## config.mk

```make
export PLATFORM = sky130hd
export DESIGN_NAME = avl_fb_read_check
export DESIGN_NICKNAME = d
export VERILOG_FILES = /design/src/rtl/avl_fb_read_check.sv
export SDC_FILE = /design/constraint.sdc
export NUM_CORES = 1
export LEC_CHECK = 0
export BUFFER_PORTS_ARGS = -buffer_cell sky130_fd_sc_hd__buf_2
export CAP_MARGIN = 10
export CORE_UTILIZATION = 45
export CTS_CLUSTER_SIZE = 25
export DETAILED_ROUTE_END_ITERATION = 7
export PLACE_DENSITY = 0.71
export SLEW_MARGIN = 10
export SYNTH_ARGS = -nofsm -noshare
export SYNTH_HDL_FRONTEND = slang
export SYNTH_SLANG_ARGS = --single-unit
```

## constraint.sdc

```tcl
create_clock -name iCLK -period 9 [get_ports iCLK]
set_input_delay 0.9 -clock iCLK [delete_from_list [all_inputs] [get_ports iCLK]]
set_output_delay 0.9 -clock iCLK [all_outputs]
set_load 0.02 [all_outputs]
```

## src/rtl/avl_fb_read_check.sv

```systemverilog
// Avalon-MM frame-buffer read-back checker for the four-band test pattern.
// Optional first-error capture ports are enabled with FB_CHECK_CAPTURE_EN.
module avl_fb_read_check #(
    parameter int                ADDR_W      = 27,
    parameter int                DATA_W      = 32,
    parameter int                FRAME_WORDS = 2073600,
    parameter int                MAX_PEND    = 4,
    parameter logic [DATA_W-1:0] DATA_MASK   = 32'h00FFFFFF,
    parameter int                BAND0_LAST  = 32'h7E900,
    parameter int                BAND1_LAST  = 32'hFD200,
    parameter int                BAND2_LAST  = 32'h17BB00
) (
    input  logic              iCLK,
    input  logic              iRST_n,
    input  logic              iSTART,
    input  logic              local_init_done,
    input  logic              avl_waitrequest_n,
    output logic [ADDR_W-1:0] avl_address,
    output logic              avl_read,
    output logic              avl_burstbegin,
    input  logic [DATA_W-1:0] avl_readdata,
    input  logic              avl_readdatavalid,
    output logic              drv_status_test_complete,
    output logic              drv_status_pass,
    output logic [31:0]       err_count,
`ifdef FB_CHECK_CAPTURE_EN
    output logic              first_err_valid,
    output logic [ADDR_W-1:0] first_err_addr,
    output logic [DATA_W-1:0] first_err_data,
`endif
    output logic [1:0]        c_state
);

    localparam int PW = 4;
    localparam logic [ADDR_W-1:0] LAST_ADDR = ADDR_W'(FRAME_WORDS - 1);
    localparam logic [PW-1:0]     PEND_MAX  = PW'(MAX_PEND);

    typedef enum logic [1:0] {
        IDLE  = 2'd0,
        ISSUE = 2'd1,
        DRAIN = 2'd2,
        DONE  = 2'd3
    } state_e;

    state_e            state_q, state_d;
    logic [1:0]        hist_q, hist_d;
    logic              trig_q, trig_d;
    logic              rd_q, rd_d;
    logic [ADDR_W-1:0] addr_q, addr_d;
    logic [PW-1:0]     pend_q, pend_d, pend_nx;
    logic [ADDR_W-1:0] chk_q, chk_d;
    logic [31:0]       err_q, err_d;

`ifdef FB_CHECK_CAPTURE_EN
    logic              fe_v_q, fe_v_d;
    logic [ADDR_W-1:0] fe_a_q, fe_a_d;
    logic [DATA_W-1:0] fe_dat_q, fe_dat_d;
`endif

    logic              active;
    logic              accept;
    logic              rvalid;
    logic              mismatch;
    logic              start;
    logic [DATA_W-1:0] expected;

    function automatic logic [DATA_W-1:0] band_px(input logic [ADDR_W-1:0] a);
        if (a <= ADDR_W'(BAND0_LAST))
            return DATA_W'(32'h00FF0000);
        else if (a <= ADDR_W'(BAND1_LAST))
            return DATA_W'(32'h0000FF00);
        else if (a <= ADDR_W'(BAND2_LAST))
            return DATA_W'(32'h000000FF);
        else
            return DATA_W'(32'h00FFFFFF);
    endfunction

    always_comb begin
        hist_d   = {hist_q[0], iSTART};
        trig_d   = hist_q[1] & ~hist_q[0];
        active   = (state_q == ISSUE) || (state_q == DRAIN);
        accept   = rd_q & avl_waitrequest_n;
        // Stray data with nothing outstanding must not underflow pending
        rvalid   = avl_readdatavalid & active & (pend_q != '0);
        expected = band_px(chk_q);
        mismatch = |((avl_readdata ^ expected) & DATA_MASK);
        start    = trig_q & local_init_done &
                   ((state_q == IDLE) || (state_q == DONE));

        unique case ({accept, rvalid})
            2'b10:   pend_nx = pend_q + PW'(1);
            2'b01:   pend_nx = pend_q - PW'(1);
            default: pend_nx = pend_q;
        endcase
    end

    always_comb begin
        state_d = state_q;
        rd_d    = rd_q;
        addr_d  = addr_q;
        pend_d  = pend_nx;
        chk_d   = chk_q;
        err_d   = err_q;

        if (rvalid) begin
            chk_d = chk_q + ADDR_W'(1);
            if (mismatch && (err_q != 32'hFFFFFFFF))
                err_d = err_q + 32'd1;
        end

        if (accept)
            addr_d = addr_q + ADDR_W'(1);

        unique case (state_q)
            IDLE, DONE: begin
                if (start) begin
                    state_d = ISSUE;
                    rd_d    = 1'b1;
                    addr_d  = '0;
                    pend_d  = '0;
                    chk_d   = '0;
                    err_d   = '0;
                end
            end
            ISSUE: begin
                if (accept && (addr_q == LAST_ADDR)) begin
                    rd_d    = 1'b0;
                    state_d = DRAIN;
                end else begin
                    rd_d = (pend_nx < PEND_MAX);
                end
            end
            DRAIN: begin
                if (pend_q == '0)
                    state_d = DONE;
            end
            default: state_d = IDLE;
        endcase
    end

`ifdef FB_CHECK_CAPTURE_EN
    always_comb begin
        fe_v_d   = fe_v_q;
        fe_a_d   = fe_a_q;
        fe_dat_d = fe_dat_q;
        if (start) begin
            fe_v_d   = 1'b0;
            fe_a_d   = '0;
            fe_dat_d = '0;
        end else if (rvalid && mismatch && !fe_v_q) begin
            fe_v_d   = 1'b1;
            fe_a_d   = chk_q;
            fe_dat_d = avl_readdata;
        end
    end

    always_ff @(posedge iCLK or negedge iRST_n) begin
        if (!iRST_n) begin
            fe_v_q   <= 1'b0;
            fe_a_q   <= '0;
            fe_dat_q <= '0;
        end else begin
            fe_v_q   <= fe_v_d;
            fe_a_q   <= fe_a_d;
            fe_dat_q <= fe_dat_d;
        end
    end

    assign first_err_valid = fe_v_q;
    assign first_err_addr  = fe_a_q;
    assign first_err_data  = fe_dat_q;
`endif

    always_ff @(posedge iCLK or negedge iRST_n) begin
        if (!iRST_n) begin
            state_q <= IDLE;
            hist_q  <= 2'b11;
            trig_q  <= 1'b0;
            rd_q    <= 1'b0;
            addr_q  <= '0;
            pend_q  <= '0;
            chk_q   <= '0;
            err_q   <= '0;
        end else begin
            state_q <= state_d;
            hist_q  <= hist_d;
            trig_q  <= trig_d;
            rd_q    <= rd_d;
            addr_q  <= addr_d;
            pend_q  <= pend_d;
            chk_q   <= chk_d;
            err_q   <= err_d;
        end
    end

    assign avl_address              = addr_q;
    assign avl_read                 = rd_q;
    assign avl_burstbegin           = rd_q;
    assign err_count                = err_q;
    assign c_state                  = state_q;
    assign drv_status_test_complete = (state_q == DONE);
    assign drv_status_pass          = (state_q == DONE) && (err_q == '0);

endmodule
```

==> impl_metrics.yaml, run 1 <==
worst_setup_path:
  critPathLaunchType: "flop"
  path_depth: 14
  r2r-start: "c_state[0]$_DFFE_PN0P_"
  reg2reg_to: "avl_burstbegin$_DFFE_PN0P_"
  cp_num_buf_inv: 2
  startpoint: "c_state[0]$_DFFE_PN0P_"
  crit_top_cell: "ha_1"
  cp.required_ps: 9260
  timing.critical_path.to_type: "flop"
  cp_top_family: "adder cells"
  arrival_ps: 4390
  crit_slowest_cell: "clkinv_1"
  r2r_slack_ps: 4870
  reg2regPathDepth: 14
  endpoint: "avl_burstbegin$_DFFE_PN0P_"
  path_class: "flop to flop"
  critical_path.cell_chain: "inv_1 > ha_1 > nand2b_1 > nand2b_1 > clkinv_1 > ha_1 > ha_1 > a21o_1 > a21oi_1 > xnor2_1 > nor2_1 > xnor2_1 > nand3_1 > a32oi_1"
  cpPeakStageDelay_ps: 650
  cp_max_fo: 19
clock_network:
  cts-root-buf: "clkbuf_16"
  cts_tree: "done"
  insertion_delay_ps: 340
  clock_path_buffers: 2
  clock_sinks: 96
  cts_hold_buf: 0
  cts_buffers: 9
  cts_resized: 0
  path_clk_slew_ps: 60
  post-cts-setup-buffer-count: 0
  htreeDepth: 3
placed_design:
  gp_congestion: 0.8430
  io_buffers: 94
  dp_hpwl_um: 8956
  dp_slack_ps: 4879
  place_area_mm2: 0.006021
sta:
  fin_crit_sh: 0.4593
  fin_tns_setup_ps: 0
  drv_slew: 0
  rsz0062_at_grt: "false"
  worst_slack_ps: 4867
  worst_slew_pin_slew_ps: 856.1
  finalSetupViolations: 0
  slew_headroom: 0.4293
  hold_viol: 0
  finalCriticalPeriod_ps: 4133
  finalClockSkew_ps: 6.884
  fmax_mhz: 241.9
layout:
  num-nets-final: 740
  fillCellCount: 1038
  utilization: 0.5441
  final_common_cell: "dfrtp_1"
  multi_input_area_mm2: 0.002900
  n_antenna_cell: 0
  final_cell_mix: "dfrtp_1 (94), buf_2 (93), nor2_1 (67)"
  syn_to_final_growth_pct: 15.85
  drive_gt1_frac: 0.1816
  regArea_mm2: 0.002405
  fin_area_mm2: 0.006346
drt:
  wl_um: 12880
  wl_per_cell_um: 15.38
  drc: 5
  viasPerCell: 5.841
  drt_iter0_drc: 269
  via_count: 4889
  postRouteAntennaNets: 0
  drt_first_pass_iters: 7
synth:
  synth_edf_count: 0
  syn_inst: 609
  ys.flop_type: "dfrtp_1"
  synth_area_mm2: 0.005478
  syn-num-nets: 660
  synth_seq_area_share: 0.4390
  ys.warnings.count: 0
  synth_area_per_cell_um2: 8.995
  synth_cell_types: 55
  async_reset_ff_frac: 1.000
  synth-seq-cells: 96
global_routing:
  grt_max_degree: 63
  antenna_found_initial: 0
  grt_pass1_wl_um: 22140
  grt_usage: 0.2158
  gr-total-overflow: 0
  grt_pass1_vias: 4697
die:
  die_width_um: 112.3
  io_pins: 103
  core_mm2: 0.01166
  dieArea_mm2: 0.01262
  die-height_um: 112.3
  initial_core_util: 0.4697
  fp-row-count: 39
flow_run:
  maxCapViolations: 0
outcome:
  outcome: "complete, but fails checks"
  violations: "DRC"
min_path:
  hp-start: "hist_q[0]$_DFF_PN1_"
  hold_path.class: "flop to flop"
power_and_ir_drop:
  p_leak_nw: 2.912
  ir_drop_v: 0.0001045
  p_total_w: 0.001241
  p_per_area_mw_per_mm2: 195.6
## flip-flops by register name, summed over array words and instances (netlist names)
register,flops
err_count,32
avl_address,27
chk_q,27
pend_q,4
c_state,2
hist_q,2
avl_burstbegin,1
trig_q,1
## cells in the mapped netlist (all sizes together), types with 2 or more instances
cell / n / area, µm²
xor2: 34 / 297.8
o31ai: 2 / 15.01
nor4: 21 / 143.9
nor2: 68 / 257.8
nor4b: 8 / 76.32
xnor2: 15 / 131.4
a32oi: 2 / 17.52
nand2b: 2 / 12.51
clkbuf: 18 / 67.56
a21oi: 36 / 180.2
inv: 12 / 45.04
and3: 18 / 112.6
o211ai: 3 / 22.52
dfrtp: 94 / 2352
nor2b: 3 / 18.77
nor3: 11 / 55.05
dfstp: 2 / 52.55
mux2i: 9 / 90.09
nand3: 40 / 205.2
or4: 11 / 82.58
o21ai: 31 / 155.1
nand2: 54 / 210.2
or2: 2 / 12.52
buf: 9 / 57.56
and4: 6 / 55.05
nand4: 27 / 175.2
ha: 12 / 150.1
nand4b: 2 / 17.52
and2: 5 / 31.28
or3: 40 / 255.2
## how the worst min path moves through the flow
stage,slack (ps),endpoint,depth (start not counted)
floorplan,350,hist_q[1]$_DFF_PN1_,0
global placement,360,hist_q[1]$_DFF_PN1_,0
detailed placement,360,hist_q[1]$_DFF_PN1_,0
CTS,370,hist_q[1]$_DFF_PN1_,0
global route,370,hist_q[1]$_DFF_PN1_,0
finish,370,hist_q[1]$_DFF_PN1_,0
## where the power goes
group          leakage [nW]  internal [W]  switching (W)  total (W)
combinational          1.45      0.000111       0.000194   0.000306
sequential             1.30      0.000470      0.0000488   0.000519
clock                 0.160      0.000258       0.000158   0.000417
total                  2.91      0.000840       0.000402    0.00124
## metrics by stage
stage                     cells  hold WS (ps)
after floorplan             609         354.1
after global placement      821         356.3
after detailed placement    821         359.8
after CTS                   837         369.1
after global routing        837         370.8
final                       837         367.9
## logic make-up (layout without fill, tap and decap cells)
| kind of cell | Yosys count | after routing | synth area share |
|---|---|---|---|
| buf+inv | 40 | 125 | 0.03175 |
| simple gates | 320 | 320 | 0.3170 |
| flops | 96 | 96 | 0.4390 |
| fa+ha+maj | 13 | 13 | 0.03106 |
| mux | 10 | 10 | 0.01919 |
| xor+xnor | 49 | 49 | 0.07835 |
| compound gates | 81 | 81 | 0.08360 |
## routing by layer
metal,up-vias,part of all wire,global-route usage
li1,2351,-,-
met1,2395,0.45,0.2873
met2,127,0.48,0.3511
met3,16,0.057,0.04320
met4,0,0.015,0.07733
met5,-,0,0
## area by class of cell
class | count | share of cell area
clock inverter | 3 | 0.01025
clock buffer | 13 | 0.04101
timing repair buffer | 96 | 0.07689
sequential | 96 | 0.3789
tap | 143 | 0.02819
multi-input combinational | 473 | 0.4570
inverter | 13 | 0.007689
Note: power is estimated with default switching activity, not from simulation.
==> run 2, diff against run 1 <==
- clock period: 9 -> 4.1 ns (I/O delays scaled with it)
==> impl_metrics.yaml, run 2 (synthesized netlist as in run 1, its figures left out) <==
worst_setup_path:
  timing.critical_path.to_type: "flop"
  cp.required_ps: 4360
  arrival_ps: 3570
  startpoint: "c_state[0]$_DFFE_PN0P_"
  endpoint: "avl_burstbegin$_DFFE_PN0P_"
  r2r_slack_ps: 800
  r2r-start: "c_state[0]$_DFFE_PN0P_"
  critPathLaunchType: "flop"
  reg2regPathDepth: 14
  path_class: "flop to flop"
  reg2reg_to: "avl_burstbegin$_DFFE_PN0P_"
  cp_max_fo: 11
flow_run:
  maxCapViolations: 0
power_and_ir_drop:
  p_seq_frac: 0.432
  swShare: 0.3369
  p_int_w: 0.001752
  ir_drop_v: 0.0002085
  p_sw_w: 0.0008903
  p_per_area_mw_per_mm2: 416.6
  power.share.clock: 0.317
  p_leak_nw: 2.903
  pwr-share-comb: 0.250
sta:
  fin_tns_setup_ps: 0
  finalClockSkew_ps: 8.320
  hold_viol: 0
  worst_slew_pin_slew_ps: 1028
  fin_hold_ws_ps: 161.0
  finalCriticalPeriod_ps: 3301
  rsz0062_at_grt: "false"
  drv_slew: 0
  fmax_mhz: 302.9
  finalSetupViolations: 0
  slew_headroom: 0.3147
  fin_crit_sh: 0.8052
drt:
  via_count: 4829
  postRouteAntennaNets: 0
  drt_first_pass_iters: 7
  wl_um: 12650
  viasPerCell: 5.749
  drc: 5
  wl_per_cell_um: 15.06
  drt_iter0_drc: 190
layout:
  num-nets-final: 743
  regArea_mm2: 0.002405
  n_antenna_cell: 0
  syn_to_final_growth_pct: 15.78
  drive_gt1_frac: 0.1865
  final_cell_mix: "dfrtp_1 (94), buf_2 (93), nor2_1 (67)"
  multi_input_area_mm2: 0.002900
  largest_reg_flops: 32
  final_common_cell: "dfrtp_1"
  fillCellCount: 1069
  fin_area_mm2: 0.006342
placed_design:
  dp_hpwl_um: 8965
  place_area_mm2: 0.006043
  io_buffers: 94
  gp_congestion: 0.8361
clock_network:
  cts-root-buf: "clkbuf_16"
  post-cts-setup-buffer-count: 0
  path_clk_slew_ps: 70
  cts_buffers: 9
  cts_resized: 0
  cts_tree: "done"
  htreeDepth: 3
  insertion_delay_ps: 340
  cts_hold_buf: 0
  clock_path_buffers: 2
  clock_sinks: 96
die:
  fp-row-count: 39
  initial_core_util: 0.4697
  die-height_um: 112.3
  die_width_um: 112.3
  dieArea_mm2: 0.01262
  io_pins: 103
  core_mm2: 0.01166
global_routing:
  grt_pass1_wl_um: 21310
  antenna_found_initial: 0
  grt_max_degree: 64
  gr-total-overflow: 0
  grt_pass1_vias: 4508
  grt_usage: 0.2084
min_path:
  hold_path.class: "input port to async pin"
outcome:
  violations: "DRC"
  outcome: "complete, but fails checks"
run 2: cell count changes in the layout (fill, tap and decap cells not counted), sizes merged:
cell	change
clkinv	+1
clkbuf	-3
bufinv	-1
buf	+3
clkinvlp	+3
run 2: through the flow:
step | worst slack [ps] | instances | utilization | power (W)
after floorplan | 875.0 | 609 | - | 0.001601
after global placement | 902.8 | 824 | 0.5182 | 0.001794
after detailed placement | 777.4 | 824 | 0.5182 | 0.001826
after CTS | 771.1 | 840 | 0.5438 | 0.002676
after global routing | 435.8 | 840 | 0.5438 | 0.002797
final | 798.8 | 840 | 0.5438 | 0.002642
run 2: per-layer routing:
| layer | global-route usage | vias up | part of all wire | routed length, µm |
|---|---|---|---|---|
| li1 | - | 2358 | - | - |
| met1 | 0.2731 | 2325 | 0.45 | 5724 |
| met2 | 0.3433 | 127 | 0.48 | 6046 |
| met3 | 0.04320 | 19 | 0.051 | 651 |
| met4 | 0.07467 | 0 | 0.018 | 224 |
| met5 | 0 | - | 0 | 0 |
run 2: worst min-delay path by stage:
stage | slack (ps) | to | start
after global placement | 360 | hist_q[1]$_DFF_PN1_ | hist_q[0]$_DFF_PN1_
after CTS | 160 | hist_q[0]$_DFF_PN1_ | iSTART
after global routing | 160 | hist_q[0]$_DFF_PN1_ | iSTART
final | 160 | chk_q[12]$_DFF_PN0_ | iRST_n
after detailed placement | 360 | hist_q[1]$_DFF_PN1_ | hist_q[0]$_DFF_PN1_
after floorplan | 110 | avl_address[0]$_DFF_PN0_ | iRST_n
run 2: power groups by stage:
stage / clock network, W / registers, W / logic [W]
after floorplan: 0 / 0.00119 / 0.000409
after global placement: 0 / 0.00115 / 0.000644
after detailed placement: 0 / 0.00116 / 0.000665
after CTS: 0.000864 / 0.00114 / 0.000668
after global routing: 0.000897 / 0.00116 / 0.000737
final: 0.000838 / 0.00114 / 0.000662
run 2: area by class of cell:
type                            count  area share
Clock inverter                      6     0.01105
Inverter                           13    0.007694
Timing Repair Buffer               99     0.08049
Multi-Input combinational cell    473      0.4573
Tap cell                          143     0.02821
Sequential cell                    96      0.3792
Clock buffer                       10     0.03610
run 2: critical path, cell delays in order, from the launching register on:
cell      delay (ps)
dfrtp_1          430
inv_1             90
ha_1             370
nand2b_1         190
nand2b_1         420
clkinv_1         180
ha_1             250
ha_1             270
a21o_1           170
a21oi_1          170
xnor2_1          130
nor2_1            60
xnor2_1          190
nand3_1          100
a32oi_1          190
